--- src/rtl/gate_sensor_decoder_pkg.sv ---
// rtl/gate_sensor_decoder_pkg.sv - shared state and beam-code definitions for the gate sensor decoder
package gate_sensor_decoder_pkg;

    typedef enum logic [3:0] {
        ST_IDLE,
        ST_ENT1,
        ST_ENT2,
        ST_ENT3,
        ST_EXT1,
        ST_EXT2,
        ST_EXT3,
        ST_WAIT_CLR,
        ST_FAULT
    } state_e;

    // Beam codes are {outer, inner}, 1 = blocked
    localparam logic [1:0] CODE_CLR  = 2'b00;
    localparam logic [1:0] CODE_OUT  = 2'b10;
    localparam logic [1:0] CODE_IN   = 2'b01;
    localparam logic [1:0] CODE_BOTH = 2'b11;

    function automatic logic is_timed(input state_e s);
        return (s != ST_IDLE) && (s != ST_FAULT);
    endfunction

endpackage

--- src/rtl/gate_sensor_decoder_if.sv ---
// rtl/gate_sensor_decoder_if.sv - sensor inputs and event outputs of the gate sensor decoder
interface gate_sensor_decoder_if;
    logic       beam_outer;
    logic       beam_inner;
    logic [1:0] switch;
    logic       entry_pulse;
    logic       exit_pulse;
    logic [1:0] slot_id;
    logic       busy;
    logic       fault;

    modport master (
        output beam_outer, beam_inner, switch,
        input  entry_pulse, exit_pulse, slot_id, busy, fault
    );

    modport slave (
        input  beam_outer, beam_inner, switch,
        output entry_pulse, exit_pulse, slot_id, busy, fault
    );
endinterface

--- src/rtl/gate_sensor_decoder_beam_debouncer.sv ---
// rtl/gate_sensor_decoder_beam_debouncer.sv - 2-FF synchroniser plus stable-count debounce for one beam
module gate_sensor_decoder_beam_debouncer #(
    parameter int DEBOUNCE_CYCLES = 4_000_000,
    parameter int CNT_W           = 29
) (
    input  logic clk,
    input  logic reset,
    input  logic raw,
    output logic level
);
    localparam logic [CNT_W-1:0] CNT_LAST = CNT_W'(DEBOUNCE_CYCLES - 1);

    logic             sync1_q, sync1_d;
    logic             sync2_q, sync2_d;
    logic             level_q, level_d;
    logic [CNT_W-1:0] cnt_q, cnt_d;

    always_comb begin
        sync1_d = raw;
        sync2_d = sync1_q;
        level_d = level_q;
        cnt_d   = '0;
        // Any cycle agreeing with the accepted level restarts the stability count
        if (sync2_q != level_q) begin
            if (cnt_q == CNT_LAST) begin
                level_d = sync2_q;
            end else begin
                cnt_d = cnt_q + CNT_W'(1);
            end
        end
    end

    always_ff @(posedge clk or posedge reset) begin
        if (reset) begin
            sync1_q <= 1'b0;
            sync2_q <= 1'b0;
            level_q <= 1'b0;
            cnt_q   <= '0;
        end else begin
            sync1_q <= sync1_d;
            sync2_q <= sync2_d;
            level_q <= level_d;
            cnt_q   <= cnt_d;
        end
    end

    assign level = level_q;
endmodule

--- src/rtl/gate_sensor_decoder.sv ---
// rtl/gate_sensor_decoder.sv - decodes debounced gate beams into tagged entry/exit events
module gate_sensor_decoder #(
    parameter int DEBOUNCE_CYCLES = 4_000_000,
    parameter int TIMEOUT_CYCLES  = 400_000_000,
    parameter int CNT_W           = 29
) (
    input  logic                 clk,
    input  logic                 reset,
    gate_sensor_decoder_if.slave bus
);
    import gate_sensor_decoder_pkg::*;

    localparam logic [CNT_W-1:0] TIMEOUT_LAST = CNT_W'(TIMEOUT_CYCLES - 1);

    logic             outer_lvl, inner_lvl;
    logic [1:0]       code;
    state_e           state_q, state_d;
    logic [CNT_W-1:0] timer_q, timer_d;
    logic [1:0]       sw_sync1_q, sw_sync1_d;
    logic [1:0]       sw_sync2_q, sw_sync2_d;
    logic [1:0]       slot_hold_q, slot_hold_d;
    logic [1:0]       slot_id_q, slot_id_d;
    logic             entry_pulse_q, entry_pulse_d;
    logic             exit_pulse_q, exit_pulse_d;

    gate_sensor_decoder_beam_debouncer #(.DEBOUNCE_CYCLES(DEBOUNCE_CYCLES), .CNT_W(CNT_W)) u_outer (
        .clk(clk), .reset(reset), .raw(bus.beam_outer), .level(outer_lvl)
    );

    gate_sensor_decoder_beam_debouncer #(.DEBOUNCE_CYCLES(DEBOUNCE_CYCLES), .CNT_W(CNT_W)) u_inner (
        .clk(clk), .reset(reset), .raw(bus.beam_inner), .level(inner_lvl)
    );

    assign code = {outer_lvl, inner_lvl};

    always_comb begin
        state_d = state_q;
        case (state_q)
            ST_IDLE: case (code)
                CODE_OUT:  state_d = ST_ENT1;
                CODE_IN:   state_d = ST_EXT1;
                CODE_BOTH: state_d = ST_WAIT_CLR;
                default:   state_d = ST_IDLE;
            endcase
            ST_ENT1: case (code)
                CODE_BOTH: state_d = ST_ENT2;
                CODE_CLR:  state_d = ST_IDLE;
                CODE_IN:   state_d = ST_WAIT_CLR;
                default:   state_d = ST_ENT1;
            endcase
            ST_ENT2: case (code)
                CODE_IN:   state_d = ST_ENT3;
                CODE_OUT:  state_d = ST_ENT1;
                CODE_CLR:  state_d = ST_IDLE;
                default:   state_d = ST_ENT2;
            endcase
            ST_ENT3: case (code)
                CODE_CLR:  state_d = ST_IDLE;
                CODE_BOTH: state_d = ST_ENT2;
                CODE_OUT:  state_d = ST_WAIT_CLR;
                default:   state_d = ST_ENT3;
            endcase
            ST_EXT1: case (code)
                CODE_BOTH: state_d = ST_EXT2;
                CODE_CLR:  state_d = ST_IDLE;
                CODE_OUT:  state_d = ST_WAIT_CLR;
                default:   state_d = ST_EXT1;
            endcase
            ST_EXT2: case (code)
                CODE_OUT:  state_d = ST_EXT3;
                CODE_IN:   state_d = ST_EXT1;
                CODE_CLR:  state_d = ST_IDLE;
                default:   state_d = ST_EXT2;
            endcase
            ST_EXT3: case (code)
                CODE_CLR:  state_d = ST_IDLE;
                CODE_BOTH: state_d = ST_EXT2;
                CODE_IN:   state_d = ST_WAIT_CLR;
                default:   state_d = ST_EXT3;
            endcase
            ST_WAIT_CLR, ST_FAULT: if (code == CODE_CLR) state_d = ST_IDLE;
            default: state_d = ST_IDLE;
        endcase

        // Timeout wins over any beam transition in the same cycle
        if (is_timed(state_q) && (timer_q == TIMEOUT_LAST)) begin
            state_d = ST_FAULT;
        end

        timer_d = timer_q;
        if (state_d != state_q) begin
            timer_d = '0;
        end else if (is_timed(state_q) && (timer_q != TIMEOUT_LAST)) begin
            timer_d = timer_q + CNT_W'(1);
        end

        entry_pulse_d = (state_q == ST_ENT3) && (state_d == ST_IDLE);
        exit_pulse_d  = (state_q == ST_EXT3) && (state_d == ST_IDLE);

        sw_sync1_d = bus.switch;
        sw_sync2_d = sw_sync1_q;

        slot_hold_d = slot_hold_q;
        if ((state_q == ST_IDLE) && ((state_d == ST_ENT1) || (state_d == ST_EXT1))) begin
            slot_hold_d = sw_sync2_q;
        end

        slot_id_d = slot_id_q;
        if (entry_pulse_d || exit_pulse_d) begin
            slot_id_d = slot_hold_q;
        end
    end

    always_ff @(posedge clk or posedge reset) begin
        if (reset) begin
            state_q       <= ST_IDLE;
            timer_q       <= '0;
            sw_sync1_q    <= '0;
            sw_sync2_q    <= '0;
            slot_hold_q   <= '0;
            slot_id_q     <= '0;
            entry_pulse_q <= 1'b0;
            exit_pulse_q  <= 1'b0;
        end else begin
            state_q       <= state_d;
            timer_q       <= timer_d;
            sw_sync1_q    <= sw_sync1_d;
            sw_sync2_q    <= sw_sync2_d;
            slot_hold_q   <= slot_hold_d;
            slot_id_q     <= slot_id_d;
            entry_pulse_q <= entry_pulse_d;
            exit_pulse_q  <= exit_pulse_d;
        end
    end

    assign bus.entry_pulse = entry_pulse_q;
    assign bus.exit_pulse  = exit_pulse_q;
    assign bus.slot_id     = slot_id_q;
    assign bus.busy        = (state_q != ST_IDLE);
    assign bus.fault       = (state_q == ST_FAULT);
endmodule

--- src/flat_wrapper.sv ---
// flat-port wrapper written by rule: the top's interface ports become plain ports
module gate_sensor_decoder_flat import gate_sensor_decoder_pkg::*;
#(
    parameter int DEBOUNCE_CYCLES = 4_000_000,
    parameter int TIMEOUT_CYCLES  = 400_000_000,
    parameter int CNT_W           = 29
)
  (clk, reset, bus_beam_outer, bus_beam_inner, bus_switch, bus_entry_pulse, bus_exit_pulse, bus_slot_id, bus_busy, bus_fault);
  gate_sensor_decoder_if bus_i ();
  input  logic clk;
  input  logic reset;
  input wire logic [$bits(bus_i.beam_outer)-1:0] bus_beam_outer;
  input wire logic [$bits(bus_i.beam_inner)-1:0] bus_beam_inner;
  input wire logic [$bits(bus_i.switch)-1:0] bus_switch;
  output wire logic [$bits(bus_i.entry_pulse)-1:0] bus_entry_pulse;
  output wire logic [$bits(bus_i.exit_pulse)-1:0] bus_exit_pulse;
  output wire logic [$bits(bus_i.slot_id)-1:0] bus_slot_id;
  output wire logic [$bits(bus_i.busy)-1:0] bus_busy;
  output wire logic [$bits(bus_i.fault)-1:0] bus_fault;
  assign bus_i.beam_outer = bus_beam_outer;
  assign bus_i.beam_inner = bus_beam_inner;
  assign bus_i.switch = bus_switch;
  assign bus_entry_pulse = bus_i.entry_pulse;
  assign bus_exit_pulse = bus_i.exit_pulse;
  assign bus_slot_id = bus_i.slot_id;
  assign bus_busy = bus_i.busy;
  assign bus_fault = bus_i.fault;
  gate_sensor_decoder #(.DEBOUNCE_CYCLES(DEBOUNCE_CYCLES), .TIMEOUT_CYCLES(TIMEOUT_CYCLES), .CNT_W(CNT_W)) u_core (.clk(clk), .reset(reset), .bus(bus_i));
endmodule
--- config.mk ---
export PLATFORM = sky130hd
export DESIGN_NAME = gate_sensor_decoder_flat
export DESIGN_NICKNAME = d
export VERILOG_FILES = /design/src/rtl/gate_sensor_decoder_pkg.sv /design/src/rtl/gate_sensor_decoder_if.sv /design/src/rtl/gate_sensor_decoder_beam_debouncer.sv /design/src/rtl/gate_sensor_decoder.sv /design/src/flat_wrapper.sv
export SDC_FILE = /design/constraint.sdc
export NUM_CORES = 1
export LEC_CHECK = 0
export CORE_ASPECT_RATIO = 1.2
export CORE_MARGIN = 5
export CORE_UTILIZATION = 55
export DETAILED_ROUTE_END_ITERATION = 6
export DONT_BUFFER_PORTS = 1
export PLACE_DENSITY = 0.7
export SKIP_CTS_REPAIR_TIMING = 1
export SYNTH_ARGS = -nofsm -noshare
export SYNTH_HDL_FRONTEND = slang
export SYNTH_SLANG_ARGS = --single-unit
--- constraint.sdc ---
create_clock -name clk -period 4.5 [get_ports clk]
set_input_delay 0.45 -clock clk [delete_from_list [all_inputs] [get_ports clk]]
set_output_delay 0.45 -clock clk [all_outputs]
set_load 0.01 [all_outputs]
==> impl_metrics.py, run 1 <==
metrics = {
    "drt": {
        "dr_wl_met2_um": 5415,
        "highest_layer": "met4",
        "drc": 0,
        "drt_iter0_drc": 198,
        "ant_nets": 0,
        "wl_met1_um": 4827,
        "dr.pass1.iters": 4,
        "routed_wl_um": 10730,
        "num_vias": 4065,
        "wl_met3_um": 348,
        "vias_per_cell": 5.782,
        "wl_per_cell_um": 15.26,
    },
    "timing": {
        "fin_crit_sh_pct": 67.41,
        "fmax_mhz": 329.7,
        "tightestPinTransition_ps": 864.0,
        "hold_viol_final": 0,
        "rsz0062_at_grt": "no",
        "relSlewSlack_pct": 42.25,
        "drv_slew": 0,
        "finalSetupViolCount": 0,
        "fin_skew_ps": 10.68,
        "timing.setup.tns_ps": 0,
        "layout_setup_ws_ps": 1467,
        "period_needed_ps": 3033,
    },
    "worst_setup_path": {
        "required_ps": 4740,
        "worstPathCellList": "inv_1 -> ha_1 -> nor2_1 -> nor2_1 -> a2111oi_1 -> nand4_1 -> or4_1 -> mux2_2",
        "cp-start-kind": "flop",
        "cp_slowest_stage_delay_ps": 830,
        "crit_path_end_kind": "flop",
        "path_max_fanout": 6,
        "worstPathArrival_ps": 3270,
        "cp_common_cell": "nor2_1",
        "crit_slowest_cell": "a2111oi_1",
        "path_class": "reg -> reg",
    },
    "clock_tree": {
        "htree_levels": 3,
        "clk-insertion-delay-late_ps": 350,
        "cts_tree": "built",
        "clock_path_buffers": 2,
        "clock-root-buffer": "clkbuf_16",
        "clock_sinks": 107,
        "cts_buffers": 9,
        "clk_pin_slew_ps": 70,
    },
    "grt": {
        "antenna_found_initial": 0,
        "grt_usage_pct": 19.07,
        "first_global_vias": 4076,
        "grt_max_degree": 62,
        "grt_remaining_overflow": 0,
        "grt_first_pass_wirelength_um": 19000,
    },
    "logic_synthesis": {
        "async_flop_share_pct": 100.0,
        "avgSynthCellArea_um2": 9.722,
        "ys_ff_latch": 107,
        "seq_area_frac_synth_pct": 47.65,
        "postSynthCellCount": 578,
        "synth-edff-count": 0,
        "netlist_area_um2": 5619,
        "synth_flop_cell": "dfrtp_1",
        "ys_types": 52,
        "yosys_warnings": 0,
        "syn-num-nets": 594,
    },
    "floorplanning": {
        "design.die.area_um2": 12350,
        "fp.dieW_um": 102.3,
        "rows": 40,
        "die_y_um": 120.7,
        "coreArea_um2": 10010,
        "start_util_pct": 56.14,
        "num_io_pins": 12,
    },
    "placement": {
        "dpl.hpwl_um": 7353,
        "pre_cts_slack_ps": 1516,
        "gp_congestion": 0.8094,
        "port_buffers": 0,
    },
    "pwr": {
        "ir_worst_vdd_uv": 242.3,
        "leakage_nw": 2.620,
        "pwr_density_cell_nw_per_um2": 307.9,
    },
    "layout": {
        "fillers": 860,
        "diodes": 0,
        "drive_gt1_share_pct": 7.799,
        "fin_nets": 588,
        "areaGrowthSynthToFinish_pct": 7.704,
    },
    "min_path": {
        "hp-class": "in -> async",
    },
    "run": {
        "cap_violations": 0,
    },
    "status": {
        "status": "complete, no violations",
    },
}
## area by class of cell
cell class / count / area [um2] / area share [%]
multi-input combinational: 435 / 2800 / 46.27
clock inverter: 7 / 98.84 / 1.633
timing repair buffer: 5 / 37.54 / 0.6202
tap: 126 / 157.7 / 2.605
clock buffer: 9 / 225.2 / 3.721
inverter: 14 / 55.05 / 0.9097
sequential: 107 / 2678 / 44.24
## path summary, 6_finish.rpt
check                                  startpoint                 endpoint  slack [ps]  cells past startpoint
max in group asynchronous                   reset    u_core.bus.exit_pulse        3340                      2
setup / recovery             u_core.u_outer.level    u_core.bus.slot_id[0]        1470                      8
setup reg to reg             u_core.u_outer.level    u_core.bus.slot_id[0]        1470                      8
min in group clk                   bus_beam_outer   u_core.u_outer.sync1_q         120                      0
hold / removal                              reset  u_core.u_inner.cnt_q[1]         100                      1
hold reg to reg            u_core.u_outer.sync1_q   u_core.u_outer.sync2_q         350                      0
## synth_stat cells (3+ instances only)
master	n	area share, %
nand3_1	34	3.0
nor4_1	9	1.0
nand2b_1	5	0.56
or4_1	5	0.67
buf_4	3	0.40
nor2_1	92	6.1
o31ai_1	3	0.40
or3_1	4	0.45
buf_2	4	0.36
o211ai_1	3	0.40
nand2_1	34	2.3
dfrtp_1	107	48
clkbuf_1	12	0.80
inv_1	14	0.94
nor3b_1	4	0.53
xor2_1	37	5.8
xnor2_1	45	7.0
mux2_2	4	0.80
ha_1	10	2.2
nor3_2	11	2.0
nor3_1	36	3.2
nor4b_1	7	1.1
o21ai_0	6	0.53
and4_1	4	0.62
a21oi_1	4	0.36
nor2b_1	4	0.45
and3_1	22	2.4
nand4_1	21	2.3
mux2i_1	4	0.71
## flip-flops by register name (all words and copies together) (netlist names), 2 cells and up
signal / flops
u_core.sw_sync1_q: 2
u_core.sw_sync2_q: 2
u_core.bus.slot_id: 2
u_core.state_q: 4
u_core.slot_hold_q: 2
u_core.u_inner.cnt_q: 29
u_core.u_outer.cnt_q: 29
u_core.timer_q: 29
## through the flow
stage          std cells  hold WS (ps)  total power [mW]  area (um2)  util, %
2_1_floorplan        578         331.2             1.022        5619        -
3_3_place_gp         687         331.7             1.031        5728    57.23
6_report             703         101.5             1.863        6052    60.46
4_1_cts              703         106.7             1.887        6052    60.46
5_1_grt              703         95.02             1.945        6052    60.46
3_5_place_dp         687         339.5             1.033        5728    57.23
## layer usage
metal / global-route usage (%) / up-vias
li1: - / 1992
met1: 24.86 / 1993
met2: 31.30 / 69
met3: 4.674 / 11
met4: 5.578 / 0
met5: 0 / -
## worst max-delay path, delay by kind of cell, from the launching register on
family	cells	cell delay, ps
AND/OR/NAND/NOR	4	970
AO/OA/AOI/OAI	1	830
flip-flops	1	460
multiplexers	1	300
adder cells (fa/ha/maj)	1	230
buffers and inverters	1	130
## logic make-up after synthesis
group | Yosys count | synth area share (%)
fa+ha+maj | 10 | 2.227
buf+inv | 36 | 2.828
mux | 8 | 1.514
simple gates | 308 | 29.64
xor+xnor | 82 | 12.78
compound gates | 27 | 3.362
flops | 107 | 47.65
## layout by cell type (no fill, tap or decap), types with 3 or more instances in the layout
cell type,instances
nor2_1,92
o21ai_0,6
nand2_1,34
a21oi_1,4
clkbuf_16,9
o211ai_1,3
o31ai_1,3
nor2b_1,4
nor3_2,11
nand3_1,34
xor2_1,37
nor4_1,9
and3_1,22
and4_1,4
ha_1,10
dfrtp_1,107
or4_1,5
nor3_1,36
or3_1,4
nand2b_1,5
buf_4,5
mux2_2,4
nor3b_1,4
mux2i_1,4
nand4_1,21
xnor2_1,45
inv_1,13
nor4b_1,7
## where the power goes
group | switching [mW] | leakage [nW] | internal (mW) | total, mW
registers | 0.00607 | 1.47 | 0.969 | 0.975
clock network | 0.360 | 0.156 | 0.492 | 0.852
logic | 0.0302 | 0.992 | 0.00639 | 0.0366
total | 0.396 | 2.62 | 1.47 | 1.86
Power figures use the tool's default switching activity.
==> run 2: changes to the inputs <==
==> constraint.sdc (replaced) <==
create_clock -name clk -period 2.8 [get_ports clk]
set_input_delay 0.28 -clock clk [delete_from_list [all_inputs] [get_ports clk]]
set_output_delay 0.28 -clock clk [all_outputs]
set_load 0.01 [all_outputs]
==> run 2 against run 1 <==
  * Critical path depth down 1
  * Cell area rose by 4.2%
  * Clock skew is 2.9 ps lower
  * Fmax is 14% higher
  * Utilization up 2.5 points
  * Clock power is 63% higher
  * Final cell count grew 3.6%
  * Worst setup slack got worse by 1300 ps
  * Combinational power increased by 92%
  * Largest cell class unchanged
==> impl_metrics.py, run 2 (synthesis gave the netlist of run 1 again) <==
metrics = {
    "status": {
        "status": "complete, no violations",
    },
    "floorplanning": {
        "rows": 40,
        "design.die.area_um2": 12350,
        "num_io_pins": 12,
        "start_util_pct": 56.14,
        "die_y_um": 120.7,
        "fp.dieW_um": 102.3,
        "coreArea_um2": 10010,
    },
    "layout": {
        "diodes": 0,
        "reg_top3": "u_core.timer_q: 29 flops, u_core.u_inner.cnt_q: 29 flops, u_core.u_outer.cnt_q: 29 flops",
        "mostFrequentLayoutCell": "dfrtp_1",
        "drive_gt1_share_pct": 11.30,
        "fin_nets": 613,
        "fillers": 806,
        "post-route-util_pct": 62.98,
        "areaGrowthSynthToFinish_pct": 12.18,
        "mostFrequentLayoutCells": "105 x dfrtp_1, 92 x nor2_1, 45 x xnor2_1, 37 x xor2_1, 36 x nor3_1",
    },
    "timing": {
        "fin_crit_sh_pct": 94.94,
        "relSlewSlack_pct": 51.10,
        "finalSetupViolCount": 0,
        "timing.setup.tns_ps": 0,
        "drv_slew": 0,
        "hold_viol_final": 0,
        "fin_skew_ps": 7.740,
        "period_needed_ps": 2658,
        "rsz0062_at_grt": "no",
        "tightestPinTransition_ps": 732.0,
        "fmax_mhz": 376.2,
    },
    "drt": {
        "drc": 0,
        "drt_iter0_drc": 229,
        "dr.pass1.iters": 7,
        "vias_per_cell": 5.742,
        "ant_nets": 0,
        "routed_wl_um": 11080,
        "wl_per_cell_um": 15.21,
        "num_vias": 4180,
    },
    "worst_setup_path": {
        "path_max_fanout": 7,
        "cp_slowest_stage_delay_ps": 660,
        "required_ps": 3060,
        "cp-start-kind": "flop",
        "cp_common_cell": "or4_1",
        "worstPathCellList": "or4b_1 -> or4_1 -> nor3_4 -> or4_1 -> o311ai_4 -> buf_4 -> nor4_2",
        "path_class": "reg -> reg",
        "crit_path_end_kind": "flop",
        "worstPathArrival_ps": 2920,
        "crit_slowest_cell": "or4_1",
    },
    "grt": {
        "antenna_found_initial": 0,
        "grt_usage_pct": 19.37,
        "grt_max_degree": 42,
        "grt_remaining_overflow": 0,
        "first_global_vias": 4235,
        "grt_first_pass_wirelength_um": 19470,
    },
    "clock_tree": {
        "clk_pin_slew_ps": 80,
        "clock_path_buffers": 2,
        "cts_buffers": 9,
        "cts_tree": "built",
        "clock-root-buffer": "clkbuf_16",
        "clk-insertion-delay-late_ps": 350,
        "htree_levels": 3,
        "clock_sinks": 107,
    },
    "placement": {
        "gp_congestion": 0.8683,
        "dpl.hpwl_um": 7699,
        "port_buffers": 0,
    },
    "run": {
        "cap_violations": 0,
    },
    "pwr": {
        "pwr-share-comb_pct": 2.3,
        "p_int_mw": 2.376,
        "finalPower_mw": 3.030,
        "p_switching_uw": 653.3,
        "seqPwrFrac_pct": 51.7,
        "ir_worst_vdd_uv": 321.1,
        "clockPowerShare_pct": 46.0,
        "switching_share_pct": 21.56,
        "pwr_density_cell_nw_per_um2": 480.6,
        "leakage_nw": 2.751,
    },
    "min_path": {
        "hp-class": "reg -> reg",
    },
}
-- run 2: cell count changes in the layout (fill, tap and decap cells not counted), sizes merged --
cell / before / now
buf: 5 / 25
clkinv: 2 / 3
dlygate4sd3: 0 / 5
inv: 16 / 15
-- run 2: per-layer routing --
layer  up-vias  track usage (%)  part of all wire, %
met4         0            5.578                  1.5
li1       2044                -                    -
met1      2058            25.02                   45
met3        16            3.751                  2.7
met5         -                0                    0
met2        62            32.85                   51
-- run 2: final cells by class --
cell class	count	area (um2)	share of cell area, %
flip-flops and latches	107	2680	42.52
clock inverters	7	108.9	1.727
well taps	126	157.7	2.501
clock buffers	9	225.2	3.573
multi-input cells	435	2805	44.50
repair buffers	30	270.3	4.287
inverters	14	56.30	0.8932
-- run 2: critical path, delay by kind of cell (launching register included) --
family | cells | cell delay [ps]
buffers and inverters | 1 | 190
AND/OR/NAND/NOR | 5 | 1880
AO/OA/AOI/OAI | 1 | 130
flip-flops | 1 | 370
-- run 2: metrics by stage --
step	instance area, um2	setup slack, ps	hold slack, ps	instances
2_1_floorplan	5623	172.8	311.4	578
3_3_place_gp	5889	167.6	289.2	705
3_5_place_dp	5889	91.27	292.8	705
4_1_cts	6223	77.78	-77.23	721
5_1_grt	6304	27.08	369.2	728
6_report	6304	141.6	351.7	728
-- run 2: path summary, 6_finish.rpt --
check | start | to | slack [ps] | cells past startpoint
hold / removal | u_core.u_outer.sync1_q | u_core.u_outer.sync2_q | 350 | 0
setup / recovery | u_core.timer_q[10] | u_core.timer_q[3] | 140 | 7
min in group asynchronous | reset | u_core.u_inner.sync1_q | 520 | 2
setup reg to reg | u_core.timer_q[10] | u_core.timer_q[3] | 140 | 7
max in group asynchronous | reset | u_core.timer_q[17] | 1570 | 3
hold reg to reg | u_core.u_outer.sync1_q | u_core.u_outer.sync2_q | 350 | 0
-- run 2: power groups by stage --
stage,registers (mW),logic (mW),clock network (mW)
final,1.57,0.0702,1.39
after global routing,1.57,0.0830,1.49
after CTS,1.57,0.0674,1.43
after detailed placement,1.60,0.0666,0
after global placement,1.60,0.0650,0
after floorplan,1.59,0.0481,0
==> run 3: changes to the inputs <==
--- a/config.mk
+++ b/config.mk
@@ -5,9 +5,11 @@
 export SDC_FILE = /design/constraint.sdc
 export NUM_CORES = 1
 export LEC_CHECK = 0
+export ABC_AREA = 1
 export CORE_ASPECT_RATIO = 1.2
 export CORE_MARGIN = 5
 export CORE_UTILIZATION = 55
+export CTS_CLUSTER_DIAMETER = 50
 export DETAILED_ROUTE_END_ITERATION = 6
 export DONT_BUFFER_PORTS = 1
 export PLACE_DENSITY = 0.7
==> run 3 against run 2 <==
  * Global-route usage increased by 1.9 points
  * Final cell count increased by 38%
  * Highest routed layer unchanged
  * Largest cell class unchanged
  * Hold slack improved by 1.2 ps
  * Critical path depth increased by 5
  * Total power decreased by 1.0%
  * Flip-flop and latch count unchanged
==> impl_metrics.py, run 3 <==
metrics = {
    "worst_setup_path": {
        "path_class": "reg -> reg",
        "required_ps": 3020,
        "crit_slowest_cell": "dfrtp_1",
        "r2r_end": "u_core.timer_q[19]",
        "timing.reg2reg.setup_slack_ps": 480,
        "cp_num_buf_inv": 1,
        "cp_top_family": "simple AND/OR/NAND/NOR gates",
        "worstPathArrival_ps": 2540,
        "reg2regPathDepth": 12,
        "r2r-start": "u_core.u_inner.level",
        "cp_slowest_stage_delay_ps": 480,
        "critPathCapture": "u_core.timer_q[19]",
        "path_max_fanout": 28,
        "crit_path_start": "u_core.u_inner.level",
        "worstPathCellList": "inv_1 -> ha_1 -> nand2_1 -> nor2_1 -> a21oi_1 -> nand3_2 -> nand2_2 -> nand2_1 -> nand2_2 -> nor2_4 -> nand2_4 -> a21oi_1",
        "worst-path-stages": 12,
        "crit_path_end_kind": "flop",
        "cp-start-kind": "flop",
    },
    "layout": {
        "diodes": 0,
        "mostFrequentLayoutCell": "nand2_1",
        "fin_cells": 1007,
        "drive_gt1_share_pct": 10.47,
        "fin_nets": 861,
        "mostFrequentLayoutCells": "174 x nand2_1, 135 x nor2_1, 107 x dfrtp_1, 91 x inv_1, 53 x nand3_1",
        "reg_top3": "u_core.timer_q: 29 flops, u_core.u_inner.cnt_q: 29 flops, u_core.u_outer.cnt_q: 29 flops",
        "areaGrowthSynthToFinish_pct": 8.450,
    },
    "timing": {
        "timing.setup.tns_ps": 0,
        "period_needed_ps": 2320,
        "drv_slew": 0,
        "relSlewSlack_pct": 49.25,
        "tightestPinTransition_ps": 759.7,
        "fmax_mhz": 431.0,
        "rsz0062_at_grt": "no",
        "hold_viol_final": 0,
        "fin_skew_ps": 12.77,
        "fin_crit_sh_pct": 82.86,
        "finalSetupViolCount": 0,
    },
    "logic_synthesis": {
        "synth_most_common_cell": "nand2_1",
        "yosys.area.top_type": "dfrtp_1",
        "syn-num-nets": 850,
        "ys_ff_latch": 107,
        "synth-edff-count": 0,
        "async_flop_share_pct": 100.0,
        "synth_area_leaders": "dfrtp_1 42%, nand2_1 10%, nor2_1 8.0%, inv_1 5.4%, nand3_1 4.2%",
        "synth_common_cells": "174 x nand2_1, 135 x nor2_1, 107 x dfrtp_1",
        "netlist_area_um2": 6367,
        "avgSynthCellArea_um2": 7.635,
        "synth_flop_cell": "dfrtp_1",
        "seq_area_frac_synth_pct": 42.05,
        "synth_top_area_share_pct": 42.05,
        "ys_types": 45,
        "postSynthCellCount": 834,
        "yosys_warnings": 0,
    },
    "grt": {
        "first_global_vias": 5113,
        "grt_max_degree": 44,
        "antenna_found_initial": 0,
        "grt_first_pass_wirelength_um": 23630,
        "grt_remaining_overflow": 0,
        "grt_usage_pct": 21.26,
    },
    "drt": {
        "vias_per_cell": 5.343,
        "routed_wl_um": 13710,
        "drc": 0,
        "ant_nets": 0,
        "dr.pass1.iters": 5,
        "drt_iter0_drc": 396,
        "num_vias": 5380,
        "wl_per_cell_um": 13.61,
    },
    "placement": {
        "port_buffers": 0,
        "gp_congestion": 0.9331,
        "placed_cells": 986,
        "dpl.hpwl_um": 10190,
    },
    "clock_tree": {
        "clock_sinks": 107,
        "clock-root-buffer": "clkbuf_16",
        "clk-insertion-delay-late_ps": 360,
        "cts_tree": "built",
        "clock_path_buffers": 2,
        "cts_buffers": 9,
        "clk_pin_slew_ps": 80,
        "htree_levels": 3,
    },
    "floorplanning": {
        "start_util_pct": 55.56,
        "fp.dieW_um": 108.2,
        "design.die.area_um2": 13840,
        "coreArea_um2": 11460,
        "num_io_pins": 12,
        "rows": 43,
        "die_y_um": 127.9,
    },
    "status": {
        "status": "complete, no violations",
    },
    "min_path": {
        "hp-class": "reg -> reg",
        "whs_path_depth": 0,
    },
    "run": {
        "cap_violations": 0,
    },
    "pwr": {
        "leakage_nw": 2.965,
        "pwr_density_cell_nw_per_um2": 434.2,
        "ir_worst_vdd_uv": 426.8,
    },
}
[run 3: changes by cell type in the layout (fill, tap and decap cells not counted), moves of 14 or more]
| cell | change |
|---|---|
| nor2_2 | +22 |
| nor2_1 | +43 |
| nand2_1 | +140 |
| nand2_2 | +16 |
| buf_4 | -19 |
| nand3_1 | +19 |
| and3_1 | -21 |
| nor3_1 | +14 |
| inv_1 | +78 |
| xnor2_1 | -31 |
[run 3: cell families after synthesis]
family / count (synthesis) / synth area share, %
AND/OR/NAND/NOR: 524 / 39.10
buffers and inverters: 107 / 6.897
flip-flops: 107 / 42.05
AO/OA/AOI/OAI: 43 / 4.028
XOR/XNOR: 42 / 5.777
adder cells (fa/ha/maj): 10 / 1.965
multiplexers: 1 / 0.1768
[run 3: power by group]
part	total [mW]	switching (mW)	internal, mW
sequential	1.57	0.00963	1.56
combinational	0.0781	0.0580	0.0200
clock	1.35	0.618	0.736
[run 3: metrics by stage]
| stage | utilization [%] | setup WS, ps | power, mW | cell area, um2 | hold WS [ps] |
|---|---|---|---|---|---|
| 2_1_floorplan | - | 940.8 | 1.646 | 6371 | 311.4 |
| 3_3_place_gp | 57.04 | 572.1 | 1.670 | 6536 | 311.5 |
| 3_5_place_dp | 57.04 | 497.7 | 1.672 | 6536 | 311.5 |
| 4_1_cts | 59.82 | 474.6 | 3.029 | 6855 | -75.02 |
| 5_1_grt | 60.26 | 252.4 | 3.110 | 6905 | 375.0 |
| 6_report | 60.26 | 480.0 | 2.998 | 6905 | 352.9 |
[run 3: routing by layer]
layer / up-vias / part of all wire [%] / track usage, %
met5: - / 0 / 0
met4: 0 / 2.6 / 9.510
met3: 28 / 3.6 / 2.972
met2: 133 / 48 / 33.38
met1: 2486 / 46 / 29.33
li1: 2733 / - / -
[run 3: how the worst min path moves through the flow]
stage / from / end
3_3_place_gp: bus_beam_outer / u_core.u_outer.sync1_q
2_1_floorplan: bus_switch[0] / u_core.sw_sync1_q[0]
6_report: u_core.sw_sync1_q[1] / u_core.sw_sync2_q[1]
4_1_cts: bus_switch[0] / u_core.sw_sync1_q[0]
5_1_grt: u_core.sw_sync1_q[1] / u_core.sw_sync2_q[1]
3_5_place_dp: bus_switch[0] / u_core.sw_sync1_q[0]
[run 3: area by class of cell]
class / count / area (um2)
fillers: 1048 / 4554
flip-flops and latches: 107 / 2678
repair buffers: 8 / 85.08
well taps: 157 / 196.4
clock buffers: 10 / 239.0
multi-input cells: 620 / 3251
inverters: 99 / 376.6
clock inverters: 6 / 80.08
[run 3: worst register-to-register path: stages, from the launching register on]
cell and delay (ps):
dfrtp_1 480, inv_1 140, ha_1 350, nand2_1 80, nor2_1 40, a21oi_1 160, nand3_2 100, nand2_2 110
nand2_1 80, nand2_2 100, nor2_4 40, nand2_4 390, a21oi_1 110
